File: src/rtl/basic_io8_regs.sv
// basic_io8_regs: 6502 page-0x20xx I/O block (switches, buttons, LEDs, 4-digit 7-seg).
// Optional BTN_STICKY_EN: BTN bits latch on rising edge, write-1-to-clear at 0x02.
module basic_io8_regs #(
  parameter int SCAN_BITS = 16
) (
  input  logic        clk,
  input  logic        reset_n,
  input  logic [7:0]  addr,
  input  logic [7:0]  din,
  output logic [7:0]  dout,
  input  logic        we,
  input  logic [15:0] sw,
  input  logic [4:0]  btn,
  output logic [15:0] led,
  output logic [6:0]  seg,
  output logic        dp,
  output logic [3:0]  an
);

  logic [15:0]     sw_q1, sw_q2;
  logic [4:0]      btn_q1, btn_q2;
  logic [4:0]      btn_rd;
  logic [7:0]      led_lo, led_hi;
  logic [3:0][7:0] disp;
  logic [1:0]      dctl;
  logic [SCAN_BITS-1:0] scan;

  logic wr_led_lo, wr_led_hi, wr_disp, wr_dctl;

  assign wr_led_lo = we && (addr == 8'h10);
  assign wr_led_hi = we && (addr == 8'h11);
  assign wr_disp   = we && (addr[7:2] == 6'b001000);
  assign wr_dctl   = we && (addr == 8'h24);

  always_ff @(posedge clk or negedge reset_n) begin
    if (!reset_n) begin
      sw_q1  <= '0;
      sw_q2  <= '0;
      btn_q1 <= '0;
      btn_q2 <= '0;
    end else begin
      sw_q1  <= sw;
      sw_q2  <= sw_q1;
      btn_q1 <= btn;
      btn_q2 <= btn_q1;
    end
  end

  always_ff @(posedge clk or negedge reset_n) begin
    if (!reset_n) begin
      led_lo <= '0;
      led_hi <= '0;
      disp   <= '0;
      dctl   <= '0;
    end else begin
      if (wr_led_lo) led_lo <= din;
      if (wr_led_hi) led_hi <= din;
      if (wr_disp)   disp[addr[1:0]] <= din;
      if (wr_dctl)   dctl <= din[1:0];
    end
  end

  always_ff @(posedge clk or negedge reset_n) begin
    if (!reset_n) scan <= '0;
    else          scan <= scan + SCAN_BITS'(1);
  end

`ifdef BTN_STICKY_EN
  logic [4:0] btn_prev, btn_st, btn_clr;

  assign btn_clr = (we && addr == 8'h02) ? din[4:0] : 5'b0;

  // set wins over clear when both land on the same edge
  always_ff @(posedge clk or negedge reset_n) begin
    if (!reset_n) begin
      btn_prev <= '0;
      btn_st   <= '0;
    end else begin
      btn_prev <= btn_q2;
      btn_st   <= (btn_st & ~btn_clr) | (btn_q2 & ~btn_prev);
    end
  end

  assign btn_rd = btn_st;
`else
  assign btn_rd = btn_q2;
`endif

  assign led = {led_hi, led_lo};

  always_comb begin
    dout = 8'h00;
    case (addr)
      8'h00:   dout = sw_q2[7:0];
      8'h01:   dout = sw_q2[15:8];
      8'h02:   dout = {3'b000, btn_rd};
      8'h10:   dout = led_lo;
      8'h11:   dout = led_hi;
      8'h20:   dout = disp[0];
      8'h21:   dout = disp[1];
      8'h22:   dout = disp[2];
      8'h23:   dout = disp[3];
      8'h24:   dout = {6'b0, dctl};
      default: dout = 8'h00;
    endcase
  end

  logic [1:0] digit;
  logic [7:0] cur;
  logic [6:0] hex7;

  assign digit = scan[SCAN_BITS-1 -: 2];
  assign cur   = disp[digit];

  always_comb begin
    hex7 = 7'h7F;
    case (cur[3:0])
      4'h0: hex7 = 7'b1000000;
      4'h1: hex7 = 7'b1111001;
      4'h2: hex7 = 7'b0100100;
      4'h3: hex7 = 7'b0110000;
      4'h4: hex7 = 7'b0011001;
      4'h5: hex7 = 7'b0010010;
      4'h6: hex7 = 7'b0000010;
      4'h7: hex7 = 7'b1111000;
      4'h8: hex7 = 7'b0000000;
      4'h9: hex7 = 7'b0010000;
      4'hA: hex7 = 7'b0001000;
      4'hB: hex7 = 7'b0000011;
      4'hC: hex7 = 7'b1000110;
      4'hD: hex7 = 7'b0100001;
      4'hE: hex7 = 7'b0000110;
      4'hF: hex7 = 7'b0001110;
      default: hex7 = 7'h7F;
    endcase
  end

  always_comb begin
    an  = 4'b1111;
    seg = 7'h7F;
    dp  = 1'b1;
    if (dctl[0]) begin
      an  = ~(4'b0001 << digit);
      seg = dctl[1] ? ~cur[6:0] : hex7;
      dp  = ~cur[7];
    end
  end

endmodule

File: config.mk
export PLATFORM = sky130hd
export DESIGN_NAME = basic_io8_regs
export DESIGN_NICKNAME = d
export VERILOG_FILES = /design/src/rtl/basic_io8_regs.sv
export SDC_FILE = /design/constraint.sdc
export NUM_CORES = 1
export LEC_CHECK = 0
export ABC_CLOCK_PERIOD_IN_PS = 8900
export BUFFER_PORTS_ARGS = -buffer_cell sky130_fd_sc_hd__buf_2
export CAP_MARGIN = 20
export CORE_MARGIN = 2
export CORE_UTILIZATION = 50
export DETAILED_ROUTE_END_ITERATION = 10
export PLACE_DENSITY = 0.72
export SYNTH_ARGS = -nofsm -noshare
export SYNTH_HDL_FRONTEND = slang
export SYNTH_SLANG_ARGS = --single-unit
File: constraint.sdc
create_clock -name clk -period 8.9 [get_ports clk]
set_input_delay 2.67 -clock clk [delete_from_list [all_inputs] [get_ports clk]]
set_output_delay 2.67 -clock clk [all_outputs]
set_load 0.02 [all_outputs]
# Word level (Yosys, flattened, before mapping)
# Memories as Yosys holds them, arrays and structs flattened.
# Index checks and enable logic that the tools add are counted.
# word_totals
word_cells,47
register_bits,108
mem_bits_ro,112
mem_count,1
input_bits,40
# memory_table
name,depth,word_bits,read_ports,rd_ports_with_merged_regs,wr,line_no,text
(no name shown),16,7,1,0,0,117,case (cur[3:0])
# op_classes
mux,10
eq_ne,10
n_shift,1
addsub,1
reduce_logical,6
order_cmp,3
bitwise,3
# ops
operator,count
8-bit one-hot mux with 10 select lines,1
"8-bit by 6-bit == test with 1-bit output, second input constant",5
32-bit bitwise mux,1
"16-bit by 1-bit adder with 16-bit output, second input constant",1
8-bit binary-select mux with 2-bit select,1
8-bit demux with 2-bit select,1
"8-bit by 5-bit == test with 1-bit output, second input constant",2
8-bit 2-to-1 mux,2
7-bit 2-to-1 mux,2
"8-bit by 1-bit == test with 1-bit output, second input constant",1
"8-bit by 2-bit == test with 1-bit output, second input constant",1
8-bit logical NOT,1
7-bit inverter,1
"6-bit by 4-bit == test with 1-bit output, second input constant",1
"2-bit by 3-bit < comparator with 1-bit output, second input constant",2
1-bit logical AND,5
4-bit 2-to-1 mux,1
4-bit inverter,1
"1-bit by 2-bit left shift with 4-bit output, first input constant",1
"2-bit by 1-bit greater-or-equal comparator with 1-bit output, second input constant",1
1-bit 2-to-1 mux,1
1-bit inverter,1

# Logic depth before layout (Yosys ltp)
# logic_depth
depth_word,5
depth_mapped,7
mapped_depth_nobuf,6

# Least setup slack after synthesis
# OpenSTA, ideal clock, no wires.
# synth_path
path_type,input port to output port
start,in addr[1]
end,out dout[0]
arrival_time_ns,4.013
stages,6
setup_slack_ns,2.217
cell_sequence,buf_2 -> buf_1 -> nor3b_1 -> a21oi_1 -> a2bb2oi_1 -> o211ai_1
# synth_between
elab_chain_cells,2
elab_cells_between_ends,11
classes_between,eq/ne: 9; mux: 1; reduce/logical: 1
# synth_lines
element,line_no,text
"start, declared",8,"input logic [7:0] addr,"
"8-bit by 6-bit == test with 1-bit output, or another cell as far along",93,case (addr)
8-bit one-hot mux with 10 select lines *,93,
"end, declared",10,"output logic [7:0] dout,"
# Every way passes the cells marked *; elsewhere a longest branch is shown, timed or not.

# Worst setup path in the final report
# layout_path
start,in addr[4]
end,out dout[7]
# The elaborated chain is that of the path after synthesis.

==> out/qor.yml <==
critical_path:
  r2r_start: "scan[0]"
  reg2reg_depth: 5
  cp.required_ps: 6230
  worstSetupPathType: "in2out"
  crit_chain: "buf_2 > or4b_1 > nor3_1 > nand3_1 > o211ai_1 > buf_2"
  crit_top_cell: "buf_2"
  r2r-end: "scan[12]"
  slowest_stage: "or4b_1"
  startpoint_type: "primary input"
  cp_max_fo: 19
  cpPeakStageDelay_ps: 610
  reg2reg_slack_ps: 7370
  endpoint_kind: "primary output"
  crit_arrival_ps: 4440
floorplan:
  die_area_um2: 10700
  core_area_um2: 9680
  fp.dieH_um: 104
  start_util: 0.512
  rows: 36
  die_x_um: 104
  ios: 76
drt:
  drtAntennaViolNets: 0
  wl_per_cell_um: 17.7
  wl_mm: 10.1
  first_iter_violations: 163
  drc: 0
  num_vias: 3180
  viasPerCell: 5.56
  dr.pass1.iters: 4
placed_design:
  gp_congestion: 0.848
  dp_hpwl_mm: 7.46
  pre_cts_slack_ps: 1780
  port_buffers: 75
sta:
  finalCritPeriodShare: 0.799
  setup_violations: 0
  skew_ps: 6.12
  tightestPinTransition_ps: 730
  rsz0062_at_grt: "false"
  clock.fmax_mhz: 141
  hold_viol: 0
  setup_slack_ps: 1790
  slew_headroom: 0.514
  tns_ps: 0
  finalCriticalPeriod_ps: 7110
  slew_violations: 0
clock_network:
  clk_latency_ps: 360
  numCtsBuffers: 9
  cts_buffer_depth: 2
  clk_pin_slew_ps: 90
  htreeDepth: 3
  cts_tree: "yes"
  cts_resized: 0
  cts.sinks: 108
  root_buffer: "clkbuf_8"
  cts_setup_buffers: 0
  ctsHoldBuffers: 0
synthesis:
  synth-edff-count: 0
  synth-seq-cells: 108
  synth-seq-area-share: 0.545
  synthCells: 362
  postSynth.asyncResetShare: 1.00
  syn_area_um2: 4950
  yosysUniqueCellTypes: 62
  synthFlopType: "dfrtp_1"
  yosys_warnings: 0
  syn-num-nets: 409
  syn_area_per_cell_um2: 13.7
min_path:
  worstHoldStart: "sw_q1[13]"
  whs_path_depth: 0
  hold-path-endpoint: "sw_q2[13]"
  hold_path.class: "reg2reg"
layout:
  n_antenna_cell: 0
  layout.nets: 481
  layout_common_cells: "dfrtp_1 (108), buf_2 (74), mux2_2 (56)"
  drive_gt1_frac: 0.390
  syn_to_final_growth_pct: 13.2
  final_common_cell: "dfrtp_1"
power_and_ir_drop:
  power_mw: 0.879
  ir_drop_uv: 106
  powerDensity_nw_per_um2: 157
  p_leak_nw: 2.59
global_route:
  grt_pass1_wl_mm: 16.9
  grt_pass1_vias: 3198
  antenna_found_initial: 0
  globalRouteTotalUtil: 0.200
  grt_max_degree: 86
  grt_overflow: 0
run:
  drv_cap: 0
outcome:
  status: "complete, no violations"
## registers in the layout (all words and copies together), names as in the netlist
name and flops:
btn_q1 5, btn_q2 5, dctl 2, disp 32, led_hi 8, led_lo 8, scan 16, sw_q1 16
sw_q2 16
## how the worst max path moves through the flow
stage / startpoint / endpoint / cells after the start
2_1_floorplan: addr[1] / dout[0] / 6
3_3_place_gp: addr[4] / dout[7] / 6
3_5_place_dp: addr[4] / dout[7] / 6
4_1_cts: addr[4] / dout[7] / 6
5_1_grt: addr[1] / dout[7] / 6
6_report: addr[4] / dout[7] / 6
## synth_stat cells (2+ instances only)
| cell type | number | area share |
|---|---|---|
| o22ai_1 | 2 | 0.0025 |
| mux4_2 | 11 | 0.050 |
| and3_1 | 3 | 0.0038 |
| ha_1 | 7 | 0.018 |
| a22oi_1 | 6 | 0.0091 |
| a211o_1 | 2 | 0.0035 |
| and2_1 | 2 | 0.0025 |
| o221ai_1 | 3 | 0.0053 |
| xnor2_1 | 10 | 0.018 |
| buf_1 | 2 | 0.0015 |
| nand3_1 | 11 | 0.011 |
| nand4_1 | 4 | 0.0050 |
| or3_1 | 2 | 0.0025 |
| a22o_1 | 2 | 0.0035 |
| inv_1 | 8 | 0.0061 |
| nor2_1 | 10 | 0.0076 |
| buf_6 | 4 | 0.0091 |
| nor4b_4 | 3 | 0.014 |
| nor3_1 | 6 | 0.0061 |
| a21oi_1 | 4 | 0.0040 |
| nand2_2 | 2 | 0.0025 |
| xor2_1 | 4 | 0.0071 |
| a2bb2oi_1 | 2 | 0.0035 |
| nand3b_1 | 3 | 0.0045 |
| nor2b_1 | 5 | 0.0063 |
| clkbuf_1 | 3 | 0.0023 |
| mux2i_1 | 14 | 0.028 |
| dfrtp_1 | 108 | 0.55 |
| o21ai_0 | 5 | 0.0050 |
| buf_2 | 6 | 0.0061 |
| nand2_1 | 17 | 0.013 |
| o211ai_1 | 6 | 0.0091 |
| mux2_2 | 56 | 0.13 |
## critical path: cells and delay by family
family / cells / cell delay (ps)
AO/OA/AOI/OAI: 1 / 140
buffers and inverters: 2 / 450
AND/OR/NAND/NOR: 3 / 1180
## kinds of logic (layout without fill, tap and decap cells)
family                     after synthesis  after routing  synth area share
buffers and inverters                   25            102            0.0273
DFF                                    108            108             0.545
adders and majority gates                7              7            0.0177
and+or+nand+nor                         82             82             0.110
muxes                                   81             81             0.206
xor gates and xnor gates                14             14            0.0247
AOI/OAI and AO/OA                       45             45            0.0697
## report_power, final
group          internal (mW)  leakage [nW]  switching, mW
Clock                  0.105        0.0848          0.166
Sequential             0.511          1.39         0.0123
Combinational         0.0359          1.12         0.0491
Total                  0.651          2.59          0.227
## cell type report
cell class                 count  area, um2
inverter                       9       33.8
timing repair buffer          77        413
sequential                   108       2700
fill                         814       4080
multi-input combinational    229       2120
clock inverter                 6       48.8
clock buffer                  10        128
tap                          133        166
## per-layer routing
layer | wire (um) | track usage
met1 | 4630 | 0.278
met2 | 4910 | 0.321
met4 | 163 | 0.0705
met5 | 0 | 0
met3 | 445 | 0.0346
## per-stage QoR
| stage | std cells | util | hold WS [ps] | area (um2) |
|---|---|---|---|---|
| after global placement | 555 | 0.558 | 332 | 5410 |
| after floorplan | 362 | - | 331 | 4950 |
| final | 572 | 0.579 | 354 | 5610 |
| after detailed placement | 555 | 0.558 | 335 | 5410 |
| after CTS | 571 | 0.576 | 356 | 5580 |
| after global routing | 572 | 0.579 | 365 | 5610 |
Note: power is estimated with default switching activity, not from simulation.
